**config.mk**
```make
export PLATFORM = sky130hd
export DESIGN_NAME = fft_butterfly_pipe
export DESIGN_NICKNAME = d
export VERILOG_FILES = /design/src/rtl/fft_butterfly_pipe.sv
export SDC_FILE = /design/constraint.sdc
export NUM_CORES = 2
export LEC_CHECK = 0
export CAP_MARGIN = 20
export CELL_PAD_IN_SITES_DETAIL_PLACEMENT = 1
export CELL_PAD_IN_SITES_GLOBAL_PLACEMENT = 1
export CORE_MARGIN = 4
export CORE_UTILIZATION = 45
export CTS_CLUSTER_DIAMETER = 50
export CTS_CLUSTER_SIZE = 8
export DETAILED_ROUTE_END_ITERATION = 16
export HOLD_SLACK_MARGIN = 0.05
export PLACE_DENSITY_LB_ADDON = 0.2
export SYNTH_ARGS = -nofsm -noshare
export SYNTH_HDL_FRONTEND = slang
export SYNTH_SLANG_ARGS = --single-unit
```
**constraint.sdc**
```tcl
create_clock -name i_CLK -period 2.8 [get_ports i_CLK]
set_input_delay 0.42 -clock i_CLK [delete_from_list [all_inputs] [get_ports i_CLK]]
set_output_delay 0.42 -clock i_CLK [all_outputs]
set_load 0.01 [all_outputs]
```
**src/rtl/fft_butterfly_pipe.sv**
```systemverilog
// Two-stage radix-2 butterfly for an in-place FFT layer: addresses are issued in cycle n,
// RAM/ROM data arrives in cycle n+1, and results plus write strobe are presented in cycle n+2.
module fft_butterfly_pipe #(
  parameter int DATA_WIDTH = 16,
  parameter int TWID_WIDTH = 16,
  parameter int ADDR_SIZE  = 5,
  parameter int SCALE      = 1
) (
  input  logic                    i_CLK,
  input  logic                    i_RST,
  input  logic                    i_CS,
  input  logic                    i_rden,
  input  logic                    i_wren,
  input  logic [ADDR_SIZE-1:0]    i_rdaddr_A,
  input  logic [ADDR_SIZE-1:0]    i_rdaddr_B,
  input  logic [2*DATA_WIDTH-1:0] i_rddata_A,
  input  logic [2*DATA_WIDTH-1:0] i_rddata_B,
  input  logic [2*TWID_WIDTH-1:0] i_twiddle,
  input  logic                    i_ovf_clr,
  output logic [ADDR_SIZE-1:0]    o_wraddr_A,
  output logic [ADDR_SIZE-1:0]    o_wraddr_B,
  output logic [2*DATA_WIDTH-1:0] o_wrdata_A,
  output logic [2*DATA_WIDTH-1:0] o_wrdata_B,
  output logic                    o_wren,
  output logic                    o_ovf
);

  localparam int PW = DATA_WIDTH + TWID_WIDTH + 1;
  localparam int SW = DATA_WIDTH + 2;
  localparam logic signed [PW-1:0] RND  = {{(PW-1){1'b0}}, 1'b1} << (TWID_WIDTH - 2);
  localparam logic signed [SW-1:0] MAXV = SW'((1 << (DATA_WIDTH - 1)) - 1);
  localparam logic signed [SW-1:0] MINV = ~MAXV;

  // Handshake: i_rden qualifies the addresses of this cycle; i_wren is sampled one
  // cycle later alongside the returned data; o_wren is a one-cycle write strobe that
  // is forced low whenever i_CS is low, and every register holds while i_CS is low.
  logic [ADDR_SIZE-1:0]    s1_addr_a_q, s1_addr_a_d;
  logic [ADDR_SIZE-1:0]    s1_addr_b_q, s1_addr_b_d;
  logic                    s1_valid_q, s1_valid_d;
  logic [ADDR_SIZE-1:0]    wraddr_a_q, wraddr_a_d;
  logic [ADDR_SIZE-1:0]    wraddr_b_q, wraddr_b_d;
  logic [2*DATA_WIDTH-1:0] wrdata_a_q, wrdata_a_d;
  logic [2*DATA_WIDTH-1:0] wrdata_b_q, wrdata_b_d;
  logic                    r_wren_q, r_wren_d;
  logic                    ovf_q, ovf_d;

  logic signed [DATA_WIDTH-1:0] a_re, a_im, b_re, b_im;
  logic signed [TWID_WIDTH-1:0] w_re, w_im;
  logic signed [PW-1:0]         p_re_full, p_im_full;
  logic signed [SW-1:0]         p_re, p_im;
  logic signed [SW-1:0]         sum_a_re, sum_a_im, sum_b_re, sum_b_im;
  logic [DATA_WIDTH:0]          ra_re, ra_im, rb_re, rb_im;
  logic                         clip;

  assign a_re = i_rddata_A[2*DATA_WIDTH-1:DATA_WIDTH];
  assign a_im = i_rddata_A[DATA_WIDTH-1:0];
  assign b_re = i_rddata_B[2*DATA_WIDTH-1:DATA_WIDTH];
  assign b_im = i_rddata_B[DATA_WIDTH-1:0];
  assign w_re = i_twiddle[2*TWID_WIDTH-1:TWID_WIDTH];
  assign w_im = i_twiddle[TWID_WIDTH-1:0];

  // Optional halving (round half up), then clamp; the MSB of the result flags a clip.
  function automatic logic [DATA_WIDTH:0] finish_sum(input logic signed [SW-1:0] sum);
    logic signed [SW-1:0] v;
    v = sum;
    if (SCALE != 0) v = (v + SW'(1)) >>> 1;
    if (v > MAXV)      return {1'b1, MAXV[DATA_WIDTH-1:0]};
    else if (v < MINV) return {1'b1, MINV[DATA_WIDTH-1:0]};
    else               return {1'b0, v[DATA_WIDTH-1:0]};
  endfunction

  always_comb begin
    p_re_full = (PW'(b_re) * PW'(w_re)) - (PW'(b_im) * PW'(w_im));
    p_im_full = (PW'(b_re) * PW'(w_im)) + (PW'(b_im) * PW'(w_re));
    p_re      = SW'((p_re_full + RND) >>> (TWID_WIDTH - 1));
    p_im      = SW'((p_im_full + RND) >>> (TWID_WIDTH - 1));
    sum_a_re  = SW'(a_re) + p_re;
    sum_a_im  = SW'(a_im) + p_im;
    sum_b_re  = SW'(a_re) - p_re;
    sum_b_im  = SW'(a_im) - p_im;
    ra_re     = finish_sum(sum_a_re);
    ra_im     = finish_sum(sum_a_im);
    rb_re     = finish_sum(sum_b_re);
    rb_im     = finish_sum(sum_b_im);
    clip      = ra_re[DATA_WIDTH] | ra_im[DATA_WIDTH] | rb_re[DATA_WIDTH] | rb_im[DATA_WIDTH];
  end

  always_comb begin
    s1_addr_a_d = s1_addr_a_q;
    s1_addr_b_d = s1_addr_b_q;
    s1_valid_d  = s1_valid_q;
    wraddr_a_d  = wraddr_a_q;
    wraddr_b_d  = wraddr_b_q;
    wrdata_a_d  = wrdata_a_q;
    wrdata_b_d  = wrdata_b_q;
    r_wren_d    = r_wren_q;
    ovf_d       = ovf_q;
    if (i_CS) begin
      s1_addr_a_d = i_rdaddr_A;
      s1_addr_b_d = i_rdaddr_B;
      s1_valid_d  = i_rden;
      wraddr_a_d  = s1_addr_a_q;
      wraddr_b_d  = s1_addr_b_q;
      wrdata_a_d  = {ra_re[DATA_WIDTH-1:0], ra_im[DATA_WIDTH-1:0]};
      wrdata_b_d  = {rb_re[DATA_WIDTH-1:0], rb_im[DATA_WIDTH-1:0]};
      r_wren_d    = s1_valid_q & i_wren;
      // A saturation on a real write takes priority over a clear in the same cycle.
      if (s1_valid_q && i_wren && clip) ovf_d = 1'b1;
      else if (i_ovf_clr)               ovf_d = 1'b0;
    end
  end

  always_ff @(posedge i_CLK or posedge i_RST) begin
    if (i_RST) begin
      s1_addr_a_q <= '0;
      s1_addr_b_q <= '0;
      s1_valid_q  <= 1'b0;
      wraddr_a_q  <= '0;
      wraddr_b_q  <= '0;
      wrdata_a_q  <= '0;
      wrdata_b_q  <= '0;
      r_wren_q    <= 1'b0;
      ovf_q       <= 1'b0;
    end else begin
      s1_addr_a_q <= s1_addr_a_d;
      s1_addr_b_q <= s1_addr_b_d;
      s1_valid_q  <= s1_valid_d;
      wraddr_a_q  <= wraddr_a_d;
      wraddr_b_q  <= wraddr_b_d;
      wrdata_a_q  <= wrdata_a_d;
      wrdata_b_q  <= wrdata_b_d;
      r_wren_q    <= r_wren_d;
      ovf_q       <= ovf_d;
    end
  end

  assign o_wraddr_A = wraddr_a_q;
  assign o_wraddr_B = wraddr_b_q;
  assign o_wrdata_A = wrdata_a_q;
  assign o_wrdata_B = wrdata_b_q;
  assign o_wren     = r_wren_q & i_CS;
  assign o_ovf      = ovf_q;

endmodule

```
==> impl_metrics.tcl <==
set metrics [dict create \
    synthArstFlopShare_pct 100.0 \
    grt_first_pass_wirelength_um 267900 \
    portBuffers 187 \
    viasPerCell 5.199 \
    hpwl_um 138300 \
    r2r_start "o_ovf" \
    final_common_cell "inv_1" \
    holdWs_ns 0.4112 \
    most-common-layout-cells "inv_1 (1,393), fa_1 (1,137), buf_4 (703)" \
    holdBufCountCts 0 \
    die_y_um 331.7 \
    wl_per_cell_um 23.43 \
    syn2layout_area_growth_pct 28.46 \
    yosys.area_share.adder_pct 60.68 \
    first_global_vias 45660 \
    finalMaxSlewViolations 0 \
    synth_cells 5080 \
    crit_top_cell "fa_1" \
    cp-end-kind "flop" \
    avgSynthCellArea_um2 9.280 \
    r2r_slack_ns 1.51 \
    cts_sinks 87 \
    synth.distinct_cells 74 \
    cts_tree "done" \
    ys_seq_area_share_pct 4.618 \
    synthMuxAreaShare_pct 0.7033 \
    antenna_found_initial 5 \
    setup_ws_ns -7.309 \
    rows 118 \
    yosysWarnings 0 \
    critical_path_class "in2reg" \
    max_cap_viol_count 0 \
    h-tree-depth 3 \
    insertion_delay_ns 0.36 \
    drtPass1Iterations 5 \
    start_util_pct 45.42 \
    fmax_mhz 98.92 \
    drive_gt1_share_pct 22.55 \
    cp-start-kind "input port" \
    tns_ns -458.23 \
    ant_nets 0 \
    skew_ns 0.006498 \
    final_nets 7657 \
    fin_crit_sh_pct 361.0 \
    synth-edff-count 0 \
    cp.arrival_ns 10.36 \
    cp_slowest_cell "fa_2" \
    drt_iter0_markers 2271 \
    worstMarginPinSlew_ns 0.6061 \
    timing.critical_path.slowest_cell_delay_ns 0.56 \
    core_area_um2 103800 \
    synthesis.area_um2 47140 \
    synth_compound_area_share_pct 4.804 \
    synth-simple-area-share_pct 13.32 \
    grt_max_degree 48 \
    die_x_um 331.7 \
    setup_viol 65 \
    grt_remaining_overflow 0 \
    critPathLaunch "i_rddata_B[12]" \
    io-pin-count 188 \
    cts_made_buffers 9 \
    syn_nets 6769 \
    hold_viol 0 \
    cp_max_fo 7 \
    slew_headroom_pct 59.60 \
    ys_ff_latch 87 \
    synth_flop_cell "dfrtp_1" \
    gr-usage-all-layers_pct 31.71 \
    synth_top_family_by_area "adder cells" \
    crit_buf_inv 11 \
    route.detailed.drc 0 \
    status "complete, but fails checks" \
    die_area_um2 110000 \
    synthXorXnorAreaFrac_pct 2.657 \
    wirelength_um 172300 \
    clock_path_buffers 2 \
    rsz0062_at_grt "yes" \
    clkSlewWorstSetupHoldPaths_ns 0.07 \
    hold_path_class "in2async" \
    clockRootBuffer "clkbuf_16" \
    num_vias 38230 \
    finish.utilization_pct 58.35 \
    cp_top_family "adder cells" \
    gp_congestion 0.8955 \
    violations "setup timing" \
    required_ns 3.05 \
    min_period_ns 10.11 \
]
[path summary, 6_finish.rpt]
kind | end | depth (start not counted)
worst max-delay path | o_wrdata_B[27] | 41
worst min-delay path | o_wrdata_B[0] | 2
worst max register to register | o_ovf | 4
worst min register to register | o_wraddr_B[2] | 1
max in group asynchronous | o_wrdata_A[25] | 3
min in group i_CLK | o_wrdata_A[15] | 2
[worst reg2reg max path, cell delays in order, from the launching register on]
cell,delay (ns)
dfrtp_1,0.40
a21boi_0,0.16
a21oi_1,0.18
nor4bb_4,0.34
a31oi_1,0.11
[stage by stage]
step	worst slack (ns)	cells	instance area, um^2
2_1_floorplan	-6.923	5080	47650
3_3_place_gp	-8.398	7144	56480
3_5_place_dp	-8.676	7144	56480
4_1_cts	-7.033	7338	60170
5_1_grt	-7.607	7353	60560
6_report	-7.309	7354	60560
[cells by family (layout without fill, tap and decap cells)]
group | after synthesis | after routing
AO/OA/AOI/OAI | 355 | 355
XOR/XNOR | 137 | 137
buffers and inverters | 1655 | 2547
AND/OR/NAND/NOR | 1235 | 1236
other | 0 | 1
flip-flops | 87 | 87
multiplexers | 30 | 30
adder cells (fa/ha/maj) | 1581 | 1581
[routing by layer]
layer  vias up  track usage (%)  routed length [um]
met5         -                0                  29
met4         4            12.18                8851
met3       372            4.598                9819
met2      1142            55.84               86640
met1     20310            39.51               66930
li1      16400                -                   -
[sequential cells by signal, summed over array words and instances, names as in the netlist]
register and flops:
s1_addr_a_q 5, o_ovf 1, o_wrdata_B 32, r_wren_q 1
s1_valid_q 1, s1_addr_b_q 5, o_wraddr_A 5, o_wraddr_B 5
o_wrdata_A 32
[cells in the mapped netlist, types with 10 or more instances]
cell,number,area share [%]
o21ai_0,66,0.70
nor3_1,16,0.17
xnor2_1,100,1.9
ha_1,400,11
o21bai_1,15,0.24
o211ai_1,13,0.21
nand2_1,485,3.9
nand4_1,10,0.13
a21oi_1,114,1.2
nand2b_1,44,0.58
fa_1,1177,50
o22ai_1,51,0.68
xor2_1,34,0.63
mux2_2,25,0.60
clkbuf_1,207,1.6
a21o_1,22,0.35
and2_1,520,6.9
dfrtp_1,87,4.6
nor2b_1,27,0.36
nor2_1,91,0.72
o21a_1,15,0.24
inv_1,1436,11
nand3_1,14,0.15
[layout make-up]
cell class	count	area, um^2
Antenna cell	1	2.502
Sequential cell	87	2177
Inverter	1436	5400
Multi-Input combinational cell	3339	40450
Clock inverter	6	68.82
Clock buffer	10	239.0
Timing Repair Buffer	1095	10500
Tap cell	1380	1727
Fill cell	11600	43230
[what timing repair did]
item / in CTS / in global routing
cloned: 15 / 2
endpoints found under the setup margin: 65 / 65
resized for setup: 573 / 86
pin swaps: 225 / 74
buffers inserted: 167 / 14
Power is left out: the tool's default activity adds up to more than one toggle a clock period on the data nets, which glitch-free logic cannot reach.
